`src/rtl/dvsd_div16by8_pkg.sv`:
```
// Shared types and constants for the sequential 16-by-8 restoring divider.
package dvsd_div_pkg;

   typedef enum logic [1:0] {
      IDLE = 2'd0,
      RUN  = 2'd1,
      DONE = 2'd2
   } div_state_t;

   localparam int         DW_N      = 16;
   localparam int         DW_D      = 8;
   localparam logic [3:0] ITER_LAST = 4'd15;

endpackage

```
`src/rtl/dvsd_div16by8_step.sv`:
```
// One radix-2 restoring division step: shift in a dividend bit, try a
// subtraction of the divisor and keep the difference only if it did not borrow.
module dvsd_div_step #(
   parameter int W = 8
) (
   input  logic [W-1:0] part_rem,
   input  logic         next_bit,
   input  logic [W-1:0] divisor,
   output logic [W-1:0] new_rem,
   output logic         q_bit
);

   logic [W:0] partial_s;
   logic [W:0] trial_s;

   // Trial subtraction; bit W of the difference is the borrow (negative result).
   always_comb begin
      partial_s = {part_rem, next_bit};
      trial_s   = partial_s - {1'b0, divisor};
      if (trial_s[W] == 1'b0) begin
         new_rem = trial_s[W-1:0];
         q_bit   = 1'b1;
      end else begin
         new_rem = partial_s[W-1:0];
         q_bit   = 1'b0;
      end
   end

endmodule

```
`src/rtl/dvsd_div16by8.sv`:
```
// Sequential 16-by-8 unsigned divider, one quotient bit per clock, with a
// start/done handshake. A zero divisor completes in one cycle with a flag.
module dvsd_div16by8 #(
   parameter int DW_N = 16,
   parameter int DW_D = 8
) (
   input  logic            clk,
   input  logic            rst_n,
   input  logic            start,
   input  logic [DW_N-1:0] dividend,
   input  logic [DW_D-1:0] divisor,
   output logic            busy,
   output logic            done,
   output logic [DW_N-1:0] quotient,
   output logic [DW_D-1:0] remainder,
   output logic            div_by_zero
);

   import dvsd_div_pkg::*;

   div_state_t      state_r;
   logic [3:0]      cnt_r;
   logic [DW_N-1:0] shift_r;   // dividend bits shift out the top, quotient bits in at the bottom
   logic [DW_D-1:0] rem_r;
   logic [DW_D-1:0] dvs_r;
   logic [DW_D-1:0] step_rem_s;
   logic            step_q_s;

   dvsd_div_step #(
      .W (DW_D)
   ) u_step (
      .part_rem (rem_r),
      .next_bit (shift_r[DW_N-1]),
      .divisor  (dvs_r),
      .new_rem  (step_rem_s),
      .q_bit    (step_q_s)
   );

   // Control FSM, iteration counter, operand shift register and result registers.
   always_ff @(posedge clk or negedge rst_n) begin
      if (!rst_n) begin
         state_r     <= IDLE;
         cnt_r       <= 4'd0;
         shift_r     <= {DW_N{1'b0}};
         rem_r       <= {DW_D{1'b0}};
         dvs_r       <= {DW_D{1'b0}};
         busy        <= 1'b0;
         done        <= 1'b0;
         quotient    <= {DW_N{1'b0}};
         remainder   <= {DW_D{1'b0}};
         div_by_zero <= 1'b0;
      end else begin
         case (state_r)
            IDLE, DONE: begin
               done <= 1'b0;
               if (start) begin
                  if (divisor == {DW_D{1'b0}}) begin
                     // Zero divisor: report saturated quotient immediately.
                     state_r     <= DONE;
                     busy        <= 1'b0;
                     done        <= 1'b1;
                     quotient    <= {DW_N{1'b1}};
                     remainder   <= {DW_D{1'b0}};
                     div_by_zero <= 1'b1;
                  end else begin
                     state_r <= RUN;
                     busy    <= 1'b1;
                     shift_r <= dividend;
                     dvs_r   <= divisor;
                     rem_r   <= {DW_D{1'b0}};
                     cnt_r   <= 4'd0;
                  end
               end else begin
                  state_r <= IDLE;
                  busy    <= 1'b0;
               end
            end
            RUN: begin
               // start is deliberately ignored here; operands stay latched.
               shift_r <= {shift_r[DW_N-2:0], step_q_s};
               rem_r   <= step_rem_s;
               cnt_r   <= cnt_r + 4'd1;
               if (cnt_r == ITER_LAST) begin
                  state_r     <= DONE;
                  busy        <= 1'b0;
                  done        <= 1'b1;
                  quotient    <= {shift_r[DW_N-2:0], step_q_s};
                  remainder   <= step_rem_s;
                  div_by_zero <= 1'b0;
               end else begin
                  state_r <= RUN;
                  busy    <= 1'b1;
                  done    <= 1'b0;
               end
            end
            default: begin
               state_r <= IDLE;
               busy    <= 1'b0;
               done    <= 1'b0;
            end
         endcase
      end
   end

endmodule

```
`config.mk`:
```
export PLATFORM = sky130hd
export DESIGN_NAME = dvsd_div16by8
export DESIGN_NICKNAME = d
export VERILOG_FILES = /design/src/rtl/dvsd_div16by8_pkg.sv /design/src/rtl/dvsd_div16by8_step.sv /design/src/rtl/dvsd_div16by8.sv
export SDC_FILE = /design/constraint.sdc
export NUM_CORES = 1
export LEC_CHECK = 0
export BUFFER_PORTS_ARGS = -buffer_cell sky130_fd_sc_hd__buf_2
export CAP_MARGIN = 20
export CORE_MARGIN = 10
export CORE_UTILIZATION = 40
export DETAILED_ROUTE_END_ITERATION = 12
export GPL_TIMING_DRIVEN = 0
export PLACE_DENSITY_LB_ADDON = 0.12
export RECOVER_POWER = 100
export SLEW_MARGIN = 20
export SYNTH_ARGS = -nofsm -noshare
export SYNTH_HDL_FRONTEND = slang
export SYNTH_HIERARCHICAL = 1
export SYNTH_SLANG_ARGS = --single-unit
```
`constraint.sdc`:
```
create_clock -name clk -period 3.1 [get_ports clk]
set_input_delay 0.31 -clock clk [delete_from_list [all_inputs] [get_ports clk]]
set_output_delay 0.31 -clock clk [all_outputs]
set_load 0.02 [all_outputs]
```
==> results of run 1 <==
## stage by stage
stage	instances	hold slack [ns]	power, uW
2_1_floorplan	293	0.0144	3700
3_3_place_gp	451	0.461	4350
3_5_place_dp	452	0.276	4410
4_1_cts	469	0.180	5150
5_1_grt	469	0.177	5250
6_report	469	0.180	4830
## sequential cells by signal (all words and copies together), names as in the netlist
| name | cells |
|---|---|
| busy | 1 |
| cnt_r | 4 |
| div_by_zero | 1 |
| done | 1 |
| dvs_r | 8 |
| quotient | 16 |
| rem_r | 8 |
| remainder | 8 |
| shift_r | 16 |
## cells in the mapped netlist (all sizes together)
master	n
nor2b	4
buf	11
nand3	12
or3	1
or4	3
nor2	4
ha	9
nand2	25
a2111oi	1
a211oi	2
nand4b	1
mux2i	1
or2	1
and3	1
clkbuf	5
a31oi	1
a21o	3
o21ai	29
o22ai	2
o211ai	1
fa	1
a2bb2oi	16
nor3	2
nor4	4
inv	9
xor2	3
xnor2	2
mux2	46
nand2b	6
o31ai	1
dfrtp	63
o21a	1
a21oi	22
## routing by layer
metal  part of all wire, %  GRT usage [%]  vias to the layer above
li1                      -              -                     1196
met1                    45           16.1                     1190
met2                    49           20.8                       58
met3                   3.8           3.01                       19
met4                   2.4           6.08                        0
met5                     0              0                        -
## worst paths after layout
check                                        start                  endpoint  slack, ns  depth (start not counted)
max in group asynchronous                    rst_n  quotient[15]$_DFFE_PN0P_       1.11                          2
min reg2reg                   dvs_r[4]$_DFFE_PN0P_      dvs_r[4]$_DFFE_PN0P_       0.48                          1
max reg2reg                shift_r[15]$_DFFE_PN0P_      rem_r[7]$_DFFE_PN0P_       0.36                         11
max                        shift_r[15]$_DFFE_PN0P_      rem_r[7]$_DFFE_PN0P_       0.36                         11
min                                   dividend[11]   shift_r[11]$_DFFE_PN0P_       0.18                          2
min in group asynchronous                    rst_n      dvs_r[6]$_DFFE_PN0P_       0.97                          2
## power by group
| group | leakage [uW] | internal (uW) | switching [uW] |
|---|---|---|---|
| clock | 0.0000956 | 372 | 346 |
| combinational | 0.000823 | 1150 | 1430 |
| sequential | 0.000750 | 1240 | 288 |
## cell families after synthesis
| kind of cell | count (synthesis) | share of synthesized area (%) |
|---|---|---|
| AOI/OAI and AO/OA | 79 | 15.2 |
| xor gates and xnor gates | 5 | 1.86 |
| adders and majority gates | 10 | 3.94 |
| buffers and inverters | 25 | 3.65 |
| DFF | 63 | 46.9 |
| muxes | 47 | 17.6 |
| and+or+nand+nor | 64 | 10.9 |
## timing repair
item	4_1_cts	5_1_grt
gates resized for setup	0	0
hold buffers	1	0
hold endpoints to repair	28	0
setup buffers	0	0
## final cells by class
| class | instances | share of cell area [%] |
|---|---|---|
| timing repair buffer | 55 | 6.77 |
| tap | 105 | 3.42 |
| buffer | 16 | 1.76 |
| inverter | 9 | 0.879 |
| clock inverter | 7 | 1.89 |
| sequential | 63 | 41.0 |
| multi-input combinational | 205 | 41.0 |
| clock buffer | 9 | 3.22 |
==> reports/metrics.csv, run 1 <==
stage;metric;value;unit
synth;cells after synthesis;293;
clock_tree;CTS Sinks;63;
clock_tree;clock latency on the worst-skew pair;0.34;ns
layout;Filler Cell Count;822;
sta;period utilization;88.5;%
drt;DRC;0;
layout;Final Instance Area;0.00384;mm2
setup_path;Crit-path slowest cell;fa_1;
synth;synthesized flop and latch total;63;
sta;min Tclk post-route;2.74;ns
synth;top cells by area, synth;dfrtp_1 47%, mux2_2 9.4%, mux2_4 7.6%, a2bb2oi_1 4.2%, ha_1 3.3%;
drt;DRT Pass-1 Iters;4;
layout;multi-input combinational cell area;0.00158;mm2
setup_path;delay-heaviest family, CP;compound AO/OA/AOI/OAI gates;
drt;routed len/inst;17.5;um
global_route;global-route wire length before repair;13.4;mm
synth;top cell type's share of synthesized area;46.9;%
setup_path;Worst Setup Path Type;reg -> reg;
layout;leading cell type in the layout, fill and taps excluded;dfrtp_1;
die;initial core utilization;40.9;%
setup_path;worst-path fanout max;10;
layout;nets;396;
clock_tree;Clock Path Buffers;2;
power;leakage power total;0.00167;uW
setup_path;Crit path required time;3.30;ns
clock_tree;CTS tree;yes;
sta;final worst slack;0.357;ns
placement;DP HPWL;6.04;mm
synth;Synth Cell Area;0.00336;mm2
global_route;antenna violations before repair;0;
synth;total nets after synthesis;330;
drt;vias per cell;5.25;
sta;Max Fclk;364;MHz
clock_tree;total CTS buffers;9;
synth;Yosys cell types;45;
power;power per cell area;1260;mW/mm2
min_path;Hold Path Class;in -> reg;
job;Max Cap Viol;1;
global_route;GR Overflow Total;0;
layout;commonest non-fill, non-tap cells in the layout;63 x dfrtp_1, 38 x clkbuf_1, 31 x buf_2;
sta;Layout Skew;0.0107;ns
run_status;failing checks;capacitance limit, slew limit;
drt;drt total wl;8.21;mm
sta;Final TNS setup;0;ns
sta;setup violators final;0;
setup_path;CP max stage delay;0.40;ns
setup_path;critical path's most frequent cell;inv_1;
layout;Reg area;0.00158;mm2
global_route;Total Routing Usage GR;13.0;%
sta;Worst-Margin Slew;1.75;ns
setup_path;Worst setup EP type;flop;
die;Die ar.;0.0125;mm2
die;I/O pin cnt;54;
drt;Vias;2463;
sta;RSZ-0062 raised after global routing;no;
placement;post-placement cell area;0.00378;mm2
layout;synth-to-layout area growth;14.2;%
clock_tree;# H-tree levels;3;
setup_path;CP Launch Type;flop;
setup_path;CP Cell Sequence;inv_1, ha_1, inv_1, fa_1, a21o_1, a21oi_2, o31ai_1, xor2_4, mux2_2, nand2_1, o21ai_0;
setup_path;Buf/Inv on CP;2;
global_route;pin count of the biggest net entering global routing;36;
global_route;number of global-route vias before repair;2719;
sta;Slew Viols, Final;29;
sta;Hold Vio Cnt, Final;0;
setup_path;Worst EP arrival;2.94;ns
synth;yosys warns;6;
placement;Port Buf Inserts;53;
die;core area;0.00822;mm2
drt;Antenna Nets Post-Route;0;
die;die width;112;um
layout;# diodes;0;
drt;DR iter-0 viols;66;
run_status;outcome;complete, but fails checks;
die;die height;112;um
sta;Rel. slew slack;-16.8;%
synth;Seq/Total Area, Yosys;46.9;%
synth;largest area contributor in the netlist;dfrtp_1;
power;peak supply drop;0.000441;V
synth;syn avg cell area;11.5;um2
placement;Post-Place Setup Slack;0.397;ns
clock_tree;Reg clk slew, reported paths;0.08;ns
placement;GPL Wtd Cong;0.825;
clock_tree;clock root buffer;clkbuf_8;
die;Rows;33;
layout;final core utilization;46.8;%
layout;fraction of layout cells with a size suffix above 1;22.0;%
No activity file was read; power rests on OpenSTA's default activity.
==> run 2, diff against run 1 <==
- PLACE_DENSITY: unset -> 0.58
- PLACE_DENSITY_LB_ADDON: 0.12 -> unset
==> reports/metrics.csv, run 2 (synthesis results as in run 1) <==
stage;metric;value;unit
run_status;outcome;finished, final reports clean;
setup_path;Worst setup EP type;flop;
layout;multi-input combinational cell area;0.00158;mm2
global_route;pin count of the biggest net entering global routing;39;
drt;routed len/inst;16.7;um
drt;DR iter-0 viols;81;
sta;Rel. slew slack;4.24;%
die;die width;112;um
drt;Antenna Nets Post-Route;0;
die;Rows;33;
clock_tree;CTS Sinks;63;
layout;synth-to-layout area growth;15.7;%
power;peak supply drop;0.000494;V
power;leakage power total;0.00170;uW
layout;# diodes;0;
global_route;global-route wire length before repair;13.0;mm
setup_path;critical path's most frequent cell;inv_1;
die;die height;112;um
setup_path;delay-heaviest family, CP;compound AO/OA/AOI/OAI gates;
setup_path;Crit-path slowest cell;fa_1;
drt;DRT Pass-1 Iters;4;
sta;setup violators final;0;
min_path;Hold Path Class;in -> reg;
drt;DRC;0;
setup_path;Worst Setup Path Type;reg -> reg;
global_route;GR Overflow Total;0;
setup_path;Crit path required time;3.30;ns
setup_path;CP Launch Type;flop;
sta;Slew Viols, Final;0;
layout;Reg area;0.00158;mm2
clock_tree;clock root buffer;clkbuf_8;
global_route;Total Routing Usage GR;12.6;%
layout;fraction of layout cells with a size suffix above 1;21.7;%
layout;commonest non-fill, non-tap cells in the layout;63 x dfrtp_1, 41 x clkbuf_1, 28 x buf_2;
clock_tree;Post-CTS Setup Repair Bufs;0;
drt;Vias;2438;
setup_path;CP max stage delay;0.40;ns
sta;Worst-Margin Slew;1.44;ns
sta;Layout Skew;0.00909;ns
layout;leading cell type in the layout, fill and taps excluded;dfrtp_1;
setup_path;Worst EP arrival;2.91;ns
setup_path;Buf/Inv on CP;2;
global_route;number of global-route vias before repair;2612;
clock_tree;clock latency on the worst-skew pair;0.34;ns
global_route;antenna violations before repair;0;
clock_tree;# H-tree levels;3;
sta;Min Hold Slack;0.186;ns
clock_tree;total CTS buffers;9;
die;core area;0.00822;mm2
placement;DP HPWL;5.84;mm
drt;vias per cell;5.20;
setup_path;worst-path fanout max;10;
min_path;hold_sp;dividend[13];
drt;drt total wl;7.85;mm
die;Die ar.;0.0125;mm2
setup_path;reg-to-reg startpoint;shift_r[15]$_DFFE_PN0P_;
layout;Filler Cell Count;815;
clock_tree;CTS tree;yes;
layout;top flop regs;quotient (16), shift_r (16);
setup_path;CP Cell Sequence;inv_1, ha_1, inv_1, fa_1, a21o_1, a21oi_2, o31ai_1, xor2_4, mux2_2, nand2_1, o22ai_1;
sta;Hold Vio Cnt, Final;0;
clock_tree;Reg clk slew, reported paths;0.07;ns
power;power per cell area;1290;mW/mm2
clock_tree;Resized Gates After CTS;0;
sta;Final TNS setup;0;ns
sta;period utilization;87.6;%
setup_path;Worst Setup SP;shift_r[15]$_DFFE_PN0P_;
sta;RSZ-0062 raised after global routing;no;
die;initial core utilization;40.9;%
clock_tree;Clock Path Buffers;2;
layout;nets;396;
placement;Port Buf Inserts;53;
sta;Max Fclk;368;MHz
die;I/O pin cnt;54;
sta;min Tclk post-route;2.71;ns
placement;GPL Wtd Cong;0.761;
job;Max Cap Viol;0;
run 2: cell types whose count changed in the layout (fill, tap and decap cells not counted), sizes merged:
cell	change
inv	-1
bufinv	+2
clkbuf	+6
clkinvlp	-2
buf	-4
clkinv	-1
run 2: final cells by class:
| class | count | area share [%] |
|---|---|---|
| clock buffer | 11 | 3.89 |
| clock inverter | 5 | 2.67 |
| tap | 105 | 3.38 |
| timing repair buffer | 55 | 6.30 |
| buffer | 16 | 1.64 |
| sequential | 63 | 40.5 |
| multi-input combinational | 205 | 40.7 |
| inverter | 9 | 0.868 |
run 2: timing repair:
action	4_1_cts	5_1_grt
endpoints found under the setup margin	0	0
endpoints found under the hold margin	25	0
hold buffers	1	0
run 2: worst paths after layout:
kind	endpoint	slack [ns]	depth (start not counted)
worst max-delay path	remainder[7]$_DFFE_PN0P_	0.39	11
worst min-delay path	shift_r[13]$_DFFE_PN0P_	0.19	2
worst max register to register	remainder[7]$_DFFE_PN0P_	0.39	11
worst min register to register	div_by_zero$_DFFE_PN0P_	0.49	1
max in group asynchronous	quotient[15]$_DFFE_PN0P_	0.63	3
min in group asynchronous	rem_r[5]$_DFFE_PN0P_	0.84	2
run 2: metal layers:
metal	global-route usage (%)	share of wire, %	vias up
met1	15.5	47	1186
met2	20.3	48	47
met3	4.08	4.6	5
met5	0	0	-
met4	4.20	0.57	0
li1	-	-	1200
run 2: through the flow:
step / cell area, um2 / cells / utilization, % / total power [uW] / setup WS [ns]
floorplan: 3360 / 293 / - / 3700 / 0.705
global placement: 3760 / 451 / 45.8 / 4330 / 0.447
detailed placement: 3780 / 452 / 46.0 / 4390 / 0.441
CTS: 4050 / 469 / 49.3 / 5320 / 0.411
global route: 3890 / 469 / 47.3 / 5450 / 0.148
finish: 3890 / 469 / 47.3 / 5010 / 0.386
run 2: power breakdown:
group,internal [uW],leakage (uW),total [uW],switching (uW)
clock network,578,0.000130,908,329
logic,1150,0.000818,2580,1430
registers,1240,0.000750,1520,276
total,2970,0.00170,5010,2030
